`config.mk`:
```
export PLATFORM = sky130hd
export DESIGN_NAME = cdb_arbiter
export DESIGN_NICKNAME = d
export VERILOG_FILES = /design/src/rtl/cdb_arbiter.sv
export SDC_FILE = /design/constraint.sdc
export NUM_CORES = 1
export LEC_CHECK = 0
export ABC_CLOCK_PERIOD_IN_PS = 4500
export CAP_MARGIN = 20
export CORE_UTILIZATION = 42
export CTS_CLUSTER_SIZE = 16
export DETAILED_ROUTE_END_ITERATION = 8
export GPL_ROUTABILITY_DRIVEN = 0
export PLACE_DENSITY_LB_ADDON = 0.08
export REMOVE_ABC_BUFFERS = 1
export SYNTH_ARGS = -nofsm -noshare
export SYNTH_HDL_FRONTEND = slang
export SYNTH_SLANG_ARGS = --single-unit
export TNS_END_PERCENT = 100
```
`constraint.sdc`:
```
create_clock -name clk -period 4.5 [get_ports clk]
set_clock_uncertainty 0.2 [all_clocks]
set_input_delay 0.9 -clock clk [delete_from_list [all_inputs] [get_ports clk]]
set_output_delay 0.9 -clock clk [all_outputs]
set_load 0.01 [all_outputs]
```
`src/rtl/cdb_arbiter.sv`:
```
// Common data bus arbiter: picks one completed result per cycle from N_REQ
// functional units in round-robin order and registers it onto the CDB.
// A flush blocks all grants and empties the CDB register during
// mispredict recovery.
module cdb_arbiter #(
  parameter int XLEN      = 32,
  parameter int TAG_WIDTH = 4,
  parameter int N_REQ     = 4,
  parameter int ID_WIDTH  = 2
) (
  input  logic                       clk,
  input  logic                       reset,
  input  logic [N_REQ-1:0]           req_valid,
  input  logic [N_REQ*TAG_WIDTH-1:0] req_tag,
  input  logic [N_REQ*XLEN-1:0]      req_data,
  output logic [N_REQ-1:0]           req_ready,
  input  logic                       flush,
  output logic                       cdb_enable,
  output logic [TAG_WIDTH-1:0]       cdb_tag,
  output logic [XLEN-1:0]            cdb_data,
  output logic [ID_WIDTH-1:0]        cdb_grant_id
);

  // Index of the highest-priority unit for the next arbitration.
  logic [ID_WIDTH-1:0]  rr_ptr;

  logic                 win_found;
  logic [ID_WIDTH-1:0]  win_id;
  logic [TAG_WIDTH-1:0] win_tag;
  logic [XLEN-1:0]      win_data;
  logic [ID_WIDTH-1:0]  nxt_ptr;
  logic                 grant;

  // Round-robin search: first pass covers rr_ptr..N_REQ-1, the second pass
  // wraps to 0..rr_ptr-1 (it only fires when the first pass found nothing).
  always_comb begin
    win_found = 1'b0;
    win_id    = '0;
    win_tag   = '0;
    win_data  = '0;
    for (int i = 0; i < N_REQ; i++) begin
      if (!win_found && req_valid[i] && (i >= int'(rr_ptr))) begin
        win_found = 1'b1;
        win_id    = ID_WIDTH'(i);
        win_tag   = req_tag[i*TAG_WIDTH +: TAG_WIDTH];
        win_data  = req_data[i*XLEN +: XLEN];
      end
    end
    for (int i = 0; i < N_REQ; i++) begin
      if (!win_found && req_valid[i]) begin
        win_found = 1'b1;
        win_id    = ID_WIDTH'(i);
        win_tag   = req_tag[i*TAG_WIDTH +: TAG_WIDTH];
        win_data  = req_data[i*XLEN +: XLEN];
      end
    end
  end

  // One-hot grant back to the units; silent during flush and reset. The
  // pointer wraps explicitly so non-power-of-two N_REQ works.
  always_comb begin
    grant     = win_found && !flush && !reset;
    req_ready = '0;
    if (grant) begin
      req_ready = {{(N_REQ-1){1'b0}}, 1'b1} << win_id;
    end
    nxt_ptr = (win_id == ID_WIDTH'(N_REQ-1)) ? '0 : win_id + 1'b1;
  end

  // CDB register and arbitration pointer. Flush and idle both empty the
  // broadcast; only a real grant moves the pointer and the grant id.
  always_ff @(posedge clk or posedge reset) begin
    if (reset) begin
      cdb_enable   <= 1'b0;
      cdb_tag      <= '0;
      cdb_data     <= '0;
      cdb_grant_id <= '0;
      rr_ptr       <= '0;
    end else if (grant) begin
      cdb_enable   <= 1'b1;
      cdb_tag      <= win_tag;
      cdb_data     <= win_data;
      cdb_grant_id <= win_id;
      rr_ptr       <= nxt_ptr;
    end else begin
      cdb_enable   <= 1'b0;
      cdb_tag      <= '0;
      cdb_data     <= '0;
    end
  end

endmodule

```
# ---- Yosys cells after proc, flatten, opt, wreduce, memory -nomap -nowiden
# Cells that the tools add are included.
dict set report classes {
  n_eq_ne 1
  n_addsub 1
  n_mux 36
  magnitude_cmp 3
  reduce_logical 21
  n_shift 1
}
# cell n
set ops {}
lappend ops {{$mux W32} 9}
lappend ops {{$mux W4} 10}
lappend ops {{$mux W2} 7}
lappend ops {{$logic_and A1 B1 Y1} 12}
lappend ops {{$mux W1} 10}
lappend ops {{$logic_not A1 Y1} 9}
lappend ops {{$ge A1 B2 Y1 const A} 2}
lappend ops {{$shl A1 B2 Y4 const A} 1}
lappend ops {{$add A2 B1 Y2 const B} 1}
lappend ops {{$eq A2 B2 Y1 const B} 1}
lappend ops {{$ge A2 B2 Y1 const A} 1}
dict set report totals {
  reg_bits 41
  inputBits 151
  output_inout_bits 43
  word_cells 68
}

# ---- Longest topological paths before layout
dict set report logic_depth {
  depth_word 29
  depth_mapped 10
  ltp_nobuf 8
}

# ---- Worst setup path after synthesis
# Ideal clock, no wire load.
dict set report synth_path {
  path_type {input port to output port}
  startpoint {input port req_valid[2]}
  endpoint {output port req_ready[0]}
  stages 8
  t_arrival_ps 2021
  setup_slack_ps 1379
  t_required_ps 3400
  n_path_buf 4
  path_cell_list {buf_4 -> nor4_1 -> or3_1 -> buf_4 -> inv_6 -> buf_8 -> buf_4 -> and2_1}
}
dict set report synth_between {
  elab_chain_len 21
  elab_cells_between_ends 28
  cone_classes {1 x shift; 13 x mux; 14 x reduce/logical}
}
# element line_no
set synth_rtl {}
lappend synth_rtl {{start: declaration} 13} ;# input logic [N_REQ-1:0] req_valid,
lappend synth_rtl {{$logic_and A1 B1 Y1 (2 in a row)} 42} ;# if (!win_found && req_valid[i] && (i >= int'(rr_ptr))) begin
lappend synth_rtl {{$mux W1} 42}
lappend synth_rtl {{$logic_not A1 Y1} 42}
lappend synth_rtl {{$logic_and A1 B1 Y1} 42}
lappend synth_rtl {{$mux W1} 42}
lappend synth_rtl {{$logic_not A1 Y1} 50} ;# if (!win_found && req_valid[i]) begin
lappend synth_rtl {{$logic_and A1 B1 Y1} 50}
lappend synth_rtl {{$mux W1} 50}
lappend synth_rtl {{(+4 left out)} n/a}
lappend synth_rtl {{$logic_and A1 B1 Y1} 50}
lappend synth_rtl {{$mux W1 *} 50}
lappend synth_rtl {{$logic_not A1 Y1} 50}
lappend synth_rtl {{$logic_and A1 B1 Y1} 50}
lappend synth_rtl {{$mux W1 *} 50}
lappend synth_rtl {{$logic_and A1 B1 Y1 * (2 in a row)} 62} ;# grant = win_found && !flush && !reset;
lappend synth_rtl {{via grant} 32} ;# logic grant;
lappend synth_rtl {{$mux W4 *} 64} ;# if (grant) begin
lappend synth_rtl {{end: declaration} 16} ;# output logic [N_REQ-1:0] req_ready,
# Mark *: on every way through the listed nets, which the timed path passes. The rest lies on a longest branch.

# ---- Worst setup path after layout
dict set report layout_path {
  startpoint {input port req_valid[0]}
  endpoint {output port req_ready[3]}
}
dict set report layout_between {
  elab_cells_between_ends 36
  cone_classes {1 x shift; 16 x mux; 19 x reduce/logical}
}
# element line_no
set layout_lines {}
lappend layout_lines {{$logic_and A1 B1 Y1} 42}
lappend layout_lines {{$mux W1} 42}
lappend layout_lines {{$logic_not A1 Y1} 42}
lappend layout_lines {{$logic_and A1 B1 Y1 (2 in a row)} 42}
lappend layout_lines {{$mux W1} 42}
lappend layout_lines {{$logic_not A1 Y1} 42}
lappend layout_lines {{$logic_and A1 B1 Y1 (2 in a row)} 42}
lappend layout_lines {{$mux W1} 42}
lappend layout_lines {{(+10 left out)} n/a}
lappend layout_lines {{$logic_and A1 B1 Y1} 50}
lappend layout_lines {{$mux W1} 50}
lappend layout_lines {{$logic_not A1 Y1} 50}
lappend layout_lines {{$logic_and A1 B1 Y1} 50}
lappend layout_lines {{$mux W2 *} 50}
lappend layout_lines {{via win_id[1]} 28} ;# logic [ID_WIDTH-1:0] win_id;
lappend layout_lines {{$shl A1 B2 Y4 *} 65} ;# req_ready = {{(N_REQ-1){1'b0}}, 1'b1} << win_id;
lappend layout_lines {{$mux W4 *} 64}
# Marks and branches as above.

==> results.tsv <==
metric	value	unit
start_util	0.4346	
grt_pass1_wl	22.16	mm
required	3400	ps
min_path_type	register to register	
powerDensity	299.1	nW/um2
coreArea	7767	um2
drtAntennaViolNets	0	
pwr-share-seq	0.285	
grt_pass1_vias	4576	
cellLeakagePower	1.991	nW
hold_viol	0	
die_w	91.65	um
wl_met2	6.875	mm
hold_end	cdb_grant_id[0]	
cp-end-kind	output pin	
p_sw_frac	0.4072	
clk_latency	290	ps
n_antenna_cell	0	
rows	32	
path_class	primary input to output pin	
synthesis.area	3376	um2
worst_r2r_startpoint	rr_ptr[1]	
r2r_setup_slack	1850	ps
fin_crit_sh	0.9168	
worst-slew-pin-transition	1002	ps
syn_inst	434	
slew_viol_final	0	
pwr-share-clk	0.163	
fmax	242.4	MHz
yosys_warnings	0	
layout-drive-gt1-share	0.06845	
finalSetupViolations	0	
via_per_inst	6.354	
place_ws	386.3	ps
power.internal	959.5	uW
worst_hold_path.num_cells	1	
fill_cells	641	
regToRegEndpoint	cdb_tag[0]	
start_kind	primary input	
power.net_switching	659.0	uW
dieArea	8400	um2
cts_tree	done	
htreeDepth	2	
clkSlewWorstSetupHoldPaths	80	ps
topRoutingLayerUsed	met4	
root_buffer	clkbuf_8	
drc	0	
synth.distinct_cells	40	
hpwl	9.328	mm
layout_commonest_cell	clkdlybuf4s50_1	
setup_ws	374.3	ps
syn_to_final_growth	60.30	%
grt_overflow_total	0	
status	finished, final reports clean	
slew_headroom	0.3299	
antenna_found_initial	0	
cap_violations	0	
worstPathArrival	3030	ps
pin_count	194	
cts.sinks	41	
grtUsageTotal	0.3317	
final_cell_mix	clkdlybuf4s50_1, a21oi_1, nand2_1	
max-clock-path-buffers	2	
wl_met3	1.436	mm
p_comb_frac	0.552	
wl_per_cell	19.96	um
synth-edff-count	0	
grt_max_degree	42	
fin_nets	752	
synth_seq_cells	41	
fin_setup_tns	0	ps
critPathLaunch	req_valid[0]	
path_max_fanout	7	
cts_hold_buf	0	
fin_crit	4126	ps
die_h	91.65	um
num_vias	4454	
peakVddDrop	0.2389	mV
rsz0062_at_grt	no	
numPortBuffers	193	
met1_length	5.256	mm
wl	13.99	mm
ys.flop_type	dfrtp_1	
dr.pass1.iters	5	
seq_area_frac_synth	0.3039	
syn_avg_cell_area	7.778	um2
cts_setup_buffers	0	
rr_worst_depth	5	
async_flop_share	1.000	
cts_resized	0	
drtIter0Drc	298	
min_from	cdb_grant_id[0]	
cts_buffers	5	
## synthesized netlist by cell type (all sizes together), types with 2 or more instances
| library cell | number | share of area |
|---|---|---|
| nand3 | 37 | 0.055 |
| nand2b | 2 | 0.0037 |
| or2 | 2 | 0.0037 |
| dfrtp | 41 | 0.30 |
| nor2 | 23 | 0.026 |
| nor3 | 2 | 0.0030 |
| a22oi | 10 | 0.022 |
| a21oi | 50 | 0.075 |
| o22ai | 25 | 0.046 |
| a211oi | 26 | 0.058 |
| buf | 29 | 0.050 |
| a221oi | 27 | 0.070 |
| o221ai | 27 | 0.081 |
| o21ai | 10 | 0.015 |
| inv | 17 | 0.020 |
| nor2b | 6 | 0.011 |
| a211o | 12 | 0.031 |
| and2 | 3 | 0.0056 |
| nand2 | 42 | 0.047 |
| clkbuf | 22 | 0.024 |
| a31oi | 9 | 0.017 |
| ha | 2 | 0.0074 |
## layer usage
| layer | vias up | global-route usage |
|---|---|---|
| met3 | 35 | 0.08458 |
| li1 | 2018 | - |
| met5 | - | 0 |
| met1 | 2131 | 0.3944 |
| met2 | 270 | 0.5589 |
| met4 | 0 | 0.1548 |
## registers in the layout (all words and copies together) (netlist names)
signal and flops:
cdb_data 32, cdb_enable 1, cdb_grant_id 2, cdb_tag 4, rr_ptr 2
## worst max path at each step
stage / to / slack [ps]
after floorplan: req_ready[3] / 450
after global placement: req_ready[3] / 450
after detailed placement: req_ready[3] / 390
after CTS: req_ready[3] / 380
after global routing: req_ready[0] / 250
final: req_ready[3] / 370
## power groups by stage
stage                     Sequential (mW)  Clock, mW  Combinational (mW)
after floorplan                     0.514          0               0.390
after global placement              0.468          0               0.867
after detailed placement            0.468          0               0.885
after CTS                           0.462      0.266               0.888
after global routing                0.469      0.279               0.964
final                               0.462      0.263               0.894
## cell families (layout without fill, tap and decap cells)
| family | after synthesis | after routing | share of synthesized area |
|---|---|---|---|
| AO/OA/AOI/OAI | 200 | 200 | 0.4255 |
| adder cells (fa/ha/maj) | 2 | 2 | 0.007412 |
| buffers and inverters | 68 | 233 | 0.09452 |
| flip-flops | 41 | 41 | 0.3039 |
| AND/OR/NAND/NOR | 123 | 123 | 0.1687 |
## per-stage QoR
| step | power (mW) | cells | utilization | hold WS (ps) | cell area, um2 |
|---|---|---|---|---|---|
| 2_1_floorplan | 0.9040 | 383 | - | 318.1 | 3126 |
| 3_3_place_gp | 1.335 | 694 | 0.6851 | 293.3 | 5321 |
| 3_5_place_dp | 1.353 | 694 | 0.6851 | 279.1 | 5321 |
| 4_1_cts | 1.615 | 701 | 0.6967 | 301.8 | 5411 |
| 5_1_grt | 1.712 | 701 | 0.6967 | 317.3 | 5411 |
| 6_report | 1.618 | 701 | 0.6967 | 294.5 | 5411 |
## layout make-up
cell class	count	area (um2)	share of cell area
clock buffer	6	82.58	0.01526
clock inverter	1	7.507	0.001387
timing repair buffer	209	2047	0.3783
multi-input combinational	325	2051	0.3790
inverter	17	68.82	0.01272
sequential	41	1027	0.1898
tap	102	127.6	0.02358
## worst max-delay path, cell delays in order
cell and delay (ps):
clkdlybuf4s50_1 590, nand2b_2 110, a21oi_2 200, nor2_1 90
nor2_1 260, inv_1 100, ha_1 180, and2_1 130
clkdlybuf4s50_1 470
(Power assumes the default switching activity.)
